File: src/rtl/gba_sound_pkg.sv
// Shared definitions for the GBA/DMG sound channel controllers (ch1..ch4).
package gba_sound_pkg;

   localparam int         FS_STEPS = 8;
   localparam logic [6:0] LEN_MAX  = 7'd64;
   localparam logic [3:0] VOL_MAX  = 4'd15;

   // Channel activity state; the encoding doubles as the NR52 status bit.
   typedef enum logic {
      CH_OFF = 1'b0,
      CH_ON  = 1'b1
   } chan_state_t;

   // One envelope step, saturating at 0 and VOL_MAX instead of wrapping.
   function automatic logic [3:0] env_step(input logic [3:0] vol, input logic up);
      logic [3:0] res;
      res = vol;
      if (up) begin
         if (vol != VOL_MAX) res = vol + 4'd1;
      end else begin
         if (vol != 4'd0) res = vol - 4'd1;
      end
      return res;
   endfunction

endpackage

File: src/rtl/frame_sequencer.sv
// 512 Hz frame sequencer: divides the system clock down to an 8-step
// sequence and emits the length and envelope clock ticks.
module frame_sequencer
   import gba_sound_pkg::*;
#(
   parameter int FS_DIV = 32768
) (
   input  logic       system_clock,
   input  logic       reset,
   output logic [2:0] fs_step,
   output logic       len_tick,
   output logic       env_tick
);

   localparam int               DIV_W    = (FS_DIV > 2) ? $clog2(FS_DIV) : 1;
   localparam logic [DIV_W-1:0] DIV_LAST = DIV_W'(FS_DIV - 1);
   localparam logic [2:0]       STEP_LAST = 3'(FS_STEPS - 1);

   logic [DIV_W-1:0] div_q, div_d;
   logic [2:0]       step_q, step_d;
   logic             fs_tick;

   // Divider wrap produces fs_tick; ticks are decoded from the step being entered.
   always_comb begin
      fs_tick  = (div_q == DIV_LAST);
      div_d    = fs_tick ? '0 : div_q + DIV_W'(1);
      step_d   = step_q;
      if (fs_tick) begin
         step_d = (step_q == STEP_LAST) ? 3'd0 : step_q + 3'd1;
      end
      len_tick = fs_tick && !step_d[0];
      env_tick = fs_tick && (step_d == 3'd7);
   end

   // Divider and step registers.
   always_ff @(posedge system_clock) begin
      if (reset) begin
         div_q  <= '0;
         step_q <= 3'd0;
      end else begin
         div_q  <= div_d;
         step_q <= step_d;
      end
   end

   assign fs_step = step_q;

endmodule

File: src/rtl/square_channel_ctrl.sv
// Per-channel controller for square channels ch1/ch2: length counter,
// volume envelope, trigger handling and output gating of the duty wave.
module square_channel_ctrl
   import gba_sound_pkg::*;
#(
   parameter int FS_DIV = 32768
) (
   input  logic       system_clock,
   input  logic       reset,
   input  logic [7:0] NRx1,
   input  logic [7:0] NRx2,
   input  logic [7:0] NRx4,
   input  logic       nrx1_wr,
   input  logic       nrx4_wr,
   input  logic [3:0] wave_in,
   output logic       channel_on,
   output logic [3:0] volume,
   output logic [3:0] sample_out,
   output logic [2:0] fs_step
);

   logic        len_tick, env_tick;
   logic        trigger, dac_on, len_en, len_expire;
   logic [6:0]  length_q, length_d;
   logic [3:0]  volume_q, volume_d;
   logic [2:0]  env_timer_q, env_timer_d;
   chan_state_t state_q, state_d;

   // Duty bits, the register's low NRx4 bits and the upper wave bits belong to other blocks.
   logic unused_inputs;
   assign unused_inputs = ^{NRx1[7:6], NRx4[5:0], wave_in[3:1]};

   frame_sequencer #(.FS_DIV(FS_DIV)) u_fs (
      .system_clock (system_clock),
      .reset        (reset),
      .fs_step      (fs_step),
      .len_tick     (len_tick),
      .env_tick     (env_tick)
   );

   // Decode register strobes and live control bits.
   always_comb begin
      trigger = nrx4_wr && NRx4[7];
      dac_on  = |NRx2[7:3];
      len_en  = NRx4[6];
   end

   // Length counter: an NRx1 write wins, then a trigger (which suppresses the
   // decrement and refills an empty counter), then the len_tick decrement.
   always_comb begin
      length_d   = length_q;
      len_expire = 1'b0;
      if (nrx1_wr) begin
         length_d = LEN_MAX - {1'b0, NRx1[5:0]};
      end else if (trigger) begin
         if (length_q == 7'd0) length_d = LEN_MAX;
      end else if (len_tick && len_en && (length_q != 7'd0)) begin
         length_d   = length_q - 7'd1;
         len_expire = (length_q == 7'd1);
      end
   end

   // Envelope: trigger reloads volume and timer; otherwise env_tick counts the
   // timer down and steps the volume each time it runs out.
   always_comb begin
      volume_d    = volume_q;
      env_timer_d = env_timer_q;
      if (trigger) begin
         volume_d    = NRx2[7:4];
         env_timer_d = NRx2[2:0];
      end else if (env_tick && (NRx2[2:0] != 3'd0)) begin
         // A timer of 0 (period changed after trigger) is treated as expired.
         if (env_timer_q <= 3'd1) begin
            env_timer_d = NRx2[2:0];
            volume_d    = env_step(volume_q, NRx2[3]);
         end else begin
            env_timer_d = env_timer_q - 3'd1;
         end
      end
   end

   // Channel FSM: DAC off dominates everything, including a trigger.
   always_comb begin
      state_d = state_q;
      case (state_q)
         CH_OFF: begin
            if (trigger && dac_on) state_d = CH_ON;
         end
         CH_ON: begin
            if (!dac_on)         state_d = CH_OFF;
            else if (len_expire) state_d = CH_OFF;
         end
         default: state_d = CH_OFF;
      endcase
   end

   // State registers.
   always_ff @(posedge system_clock) begin
      if (reset) begin
         state_q     <= CH_OFF;
         length_q    <= 7'd0;
         volume_q    <= 4'd0;
         env_timer_q <= 3'd0;
      end else begin
         state_q     <= state_d;
         length_q    <= length_d;
         volume_q    <= volume_d;
         env_timer_q <= env_timer_d;
      end
   end

   assign channel_on = (state_q == CH_ON);
   assign volume     = volume_q;
   // Gating is combinational on registered state so the sample tracks wave_in
   // with no added cycle.
   assign sample_out = (channel_on && wave_in[0]) ? volume_q : 4'd0;

endmodule
File: config.mk
export PLATFORM = sky130hd
export DESIGN_NAME = square_channel_ctrl
export DESIGN_NICKNAME = d
export VERILOG_FILES = /design/src/rtl/gba_sound_pkg.sv /design/src/rtl/frame_sequencer.sv /design/src/rtl/square_channel_ctrl.sv
export SDC_FILE = /design/constraint.sdc
export NUM_CORES = 1
export LEC_CHECK = 0
export CAP_MARGIN = 5
export CORE_ASPECT_RATIO = 1.2
export CORE_UTILIZATION = 50
export DETAILED_ROUTE_END_ITERATION = 12
export PLACE_DENSITY = 0.83
export SETUP_SLACK_MARGIN = 0.1
export SYNTH_ARGS = -nofsm -noshare
export SYNTH_HDL_FRONTEND = slang
export SYNTH_SLANG_ARGS = --single-unit
File: constraint.sdc
create_clock -name system_clock -period 2.2 [get_ports system_clock]
set_input_delay 0.33 -clock system_clock [delete_from_list [all_inputs] [get_ports system_clock]]
set_output_delay 0.33 -clock system_clock [all_outputs]
set_load 0.005 [all_outputs]
==> flow_summary.ini, run 1 <==
[min_path]
hold_path_end = u_fs.div_q[0]$_SDFF_PP0_
whs_path_depth = 1
hp-start = u_fs.div_q[0]$_SDFF_PP0_
hold_class = reg -> reg

[clocking]
clk_latency_ns = 0.29
cts_buffers = 5
holdBufCountCts = 0
clk_pin_slew_ns = 0.07
cts.sinks = 33
htreeDepth = 2
clockBufferDepth = 2
tritoncts = yes
root_buffer = clkbuf_8

[timing]
drv_slew = 0
relSlewSlack = 0.6163
finalSetupViolations = 0
fin_crit_ns = 2.044
tns_ns = 0
hold_viol_final = 0
skew_ns = 0.008213
fmax_mhz = 489.2
rsz0062_at_grt = false
tightestPinTransition_ns = 0.5696
fin_crit_sh = 0.9291
hold_slack_ns = 0.4387

[synth]
synth_cells = 238
synth_top_flop_cell = dfxtp_1
netlist_area_sq_um = 1994
synth-seq-cells = 33
synth_enable_flop_cells = 0
yosysTopAreaCell = dfxtp_1
synth_top_area_share = 0.3312
synth_warnings = 0
synth_nets = 282
synth_area_leaders = dfxtp_1 (33%), ha_1 (6.9%), xor2_1 (6.1%)
avgSynthCellArea_sq_um = 8.380
async_flop_share = 0
yosysSeqAreaShare = 0.3312
netlist-cell-type-count = 45

[critical_path]
startpoint_type = register
r2r-end = volume[2]$_SDFFE_PP0P_
worstPathArrival_ns = 2.27
r2r_slack_ns = 0.16
reg2reg_depth = 7
crit_required_ns = 2.43
critPathKind = reg -> reg
cp-end-kind = register
critPathMaxFanout = 4
r2r-start = u_fs.fs_step[0]$_SDFF_PP0_

[final_layout]
drive_gt1_frac = 0.1214
diodes = 0
final_nets = 324
syn2layout_area_growth_pct = 28.04
layout.cells.non_filler = 332

[route]
remaining_drc_errors = 0
vias = 1806
viasPerCell = 5.440
avgRoutedWirePerCell_um = 13.58
drt-initial-drc-count = 111
drt_pre_antenna_iters = 4
ant_nets = 0
routed_wirelength_mm = 4.510

[status]
status = finished, final reports clean

[global_routing]
gr-total-overflow = 0
grt_max_degree = 14
antenna_found_initial = 0
grt_pass1_vias = 1744
grt_pass1_wl_mm = 7.148
track_usage = 0.2187

[floorplanning]
start_util = 0.5356
die_area_sq_um = 4247
die_x_um = 59.66
rows = 24
core-area_sq_um = 3724
dieHeight_um = 71.19
io_pins = 44

[placed_design]
gp_congestion = 0.8620
dp_cells = 324
hpwlAfterDp_mm = 3.189
placement.io_buffers = 32

[power_and_ir_drop]
power.density_nw_per_um2 = 542.4
total_leakage_power_nw = 0.9910
max-vdd-ir-drop_uv = 417.6

[job]
cap_violations = 0
-- Yosys cell counts, types with 2 or more instances --
| cell type | number |
|---|---|
| dfxtp_1 | 33 |
| nor2_1 | 30 |
| nand2_1 | 22 |
| xor2_1 | 14 |
| a21oi_1 | 11 |
| ha_1 | 11 |
| inv_1 | 11 |
| nor3_1 | 9 |
| a211oi_1 | 8 |
| clkbuf_1 | 7 |
| nand3_1 | 7 |
| o21ai_0 | 7 |
| xnor2_1 | 7 |
| nand4_1 | 5 |
| and2_1 | 4 |
| and3_1 | 4 |
| and4_1 | 4 |
| or3_1 | 4 |
| or4_1 | 3 |
| a21o_1 | 2 |
| a221oi_1 | 2 |
| a31o_2 | 2 |
| mux2i_1 | 2 |
| nand3b_1 | 2 |
| nand4b_1 | 2 |
| nor2b_1 | 2 |
| nor3b_1 | 2 |
| nor4_1 | 2 |
| o211a_1 | 2 |
| or2_2 | 2 |
-- worst max-delay path, stage by stage (launching register included) --
cell and delay (ns):
dfxtp_2 0.34, ha_4 0.16, ha_4 0.16, nand2b_4 0.15
nor4b_4 0.41, nand4_4 0.15, or4_1 0.54, nand3_1 0.08
-- sequential cells by signal (all words and copies together) (netlist names) --
| name | cells |
|---|---|
| length_q | 7 |
| channel_on | 1 |
| volume | 4 |
| u_fs.fs_step | 3 |
| u_fs.div_q | 15 |
| env_timer_q | 3 |
-- cell type report --
cell class                 count  area (sq um)
tap                           52         65.06
timing repair buffer          43         406.6
sequential                    33         663.1
clock inverter                 1         7.507
inverter                      11         41.29
fill                         334          1170
multi-input combinational    186          1287
clock buffer                   6         82.58
-- cell usage in the layout, fill, tap and decap left out, types with 3 or more instances in the layout --
| cell | count |
|---|---|
| or3_1 | 4 |
| nand2_1 | 22 |
| clkdlybuf4s50_1 | 32 |
| nand3_1 | 7 |
| xor2_1 | 14 |
| xnor2_1 | 7 |
| a21oi_1 | 11 |
| nand4_1 | 5 |
| clkbuf_8 | 6 |
| ha_1 | 9 |
| and2_1 | 4 |
| a211oi_1 | 8 |
| and3_1 | 4 |
| o21ai_0 | 7 |
| buf_4 | 10 |
| inv_1 | 11 |
| and4_1 | 4 |
| nor2_1 | 30 |
| or4_1 | 3 |
| nor3_1 | 9 |
| dfxtp_1 | 31 |
-- how the worst max path moves through the flow --
stage / from / end / slack (ns)
after floorplan: u_fs.fs_step[0]$_SDFF_PP0_ / volume[2]$_SDFFE_PP0P_ / 0.16
after global placement: NRx2[3] / volume[2]$_SDFFE_PP0P_ / 0.07
after detailed placement: NRx2[3] / volume[1]$_SDFFE_PP0P_ / 0.06
after CTS: u_fs.fs_step[1]$_SDFF_PP0_ / volume[1]$_SDFFE_PP0P_ / 0.12
after global routing: u_fs.fs_step[0]$_SDFF_PP0_ / volume[2]$_SDFFE_PP0P_ / 0.05
final: u_fs.fs_step[0]$_SDFF_PP0_ / volume[2]$_SDFFE_PP0P_ / 0.16
-- stage by stage --
step	setup slack, ns	utilization	instance area, sq um	power, mW
5_1_grt	0.05216	0.6858	2554	1.452
6_report	0.1560	0.6858	2554	1.385
4_1_cts	0.1191	0.6734	2507	1.394
3_5_place_dp	0.06491	0.6492	2417	0.9244
2_1_floorplan	0.1552	-	1994	0.8257
3_3_place_gp	0.07180	0.6492	2417	0.9187
-- routing by layer --
| layer | routed length (um) | global-route usage |
|---|---|---|
| met2 | 2318 | 0.3963 |
| met3 | 193 | 0.05667 |
| met4 | 59 | 0.07494 |
| met5 | 0 | 0 |
| met1 | 1939 | 0.2383 |
-- what timing repair did --
item                                    4_1_cts  5_1_grt
setup buffers                                 0        1
gates resized for setup                       0        8
endpoints found under the setup margin        0        4
-- power by group --
part	internal, mW	switching [mW]	leakage, nW
registers	0.624	0.0318	0.270
logic	0.132	0.128	0.677
clock network	0.247	0.222	0.0433
total	1.00	0.382	0.991
-- cell families after synthesis --
logic type               after synthesis  synth area share
AO/OA/AOI/OAI                         41            0.1418
XOR/XNOR                              21           0.09222
adder cells (fa/ha/maj)               12           0.07905
buffers and inverters                 19           0.03953
flip-flops                            33            0.3312
multiplexers                           3           0.01568
AND/OR/NAND/NOR                      109            0.3005
Power figures use the tool's default switching activity.
==> run 2, diff against run 1 <==
Settings changed: ABC_CLOCK_PERIOD_IN_PS from default to 2200, SLEW_MARGIN from default to 20.
==> results of run 2 <==
The final DEF is identical to that of run 1; final timing and power are the same.
==> run 3, diff against run 2 <==
Settings changed: CAP_MARGIN 5 to default, HOLD_SLACK_MARGIN from default to 0.15.
==> results of run 3 <==
The final DEF is identical to that of run 1; final timing and power are the same.
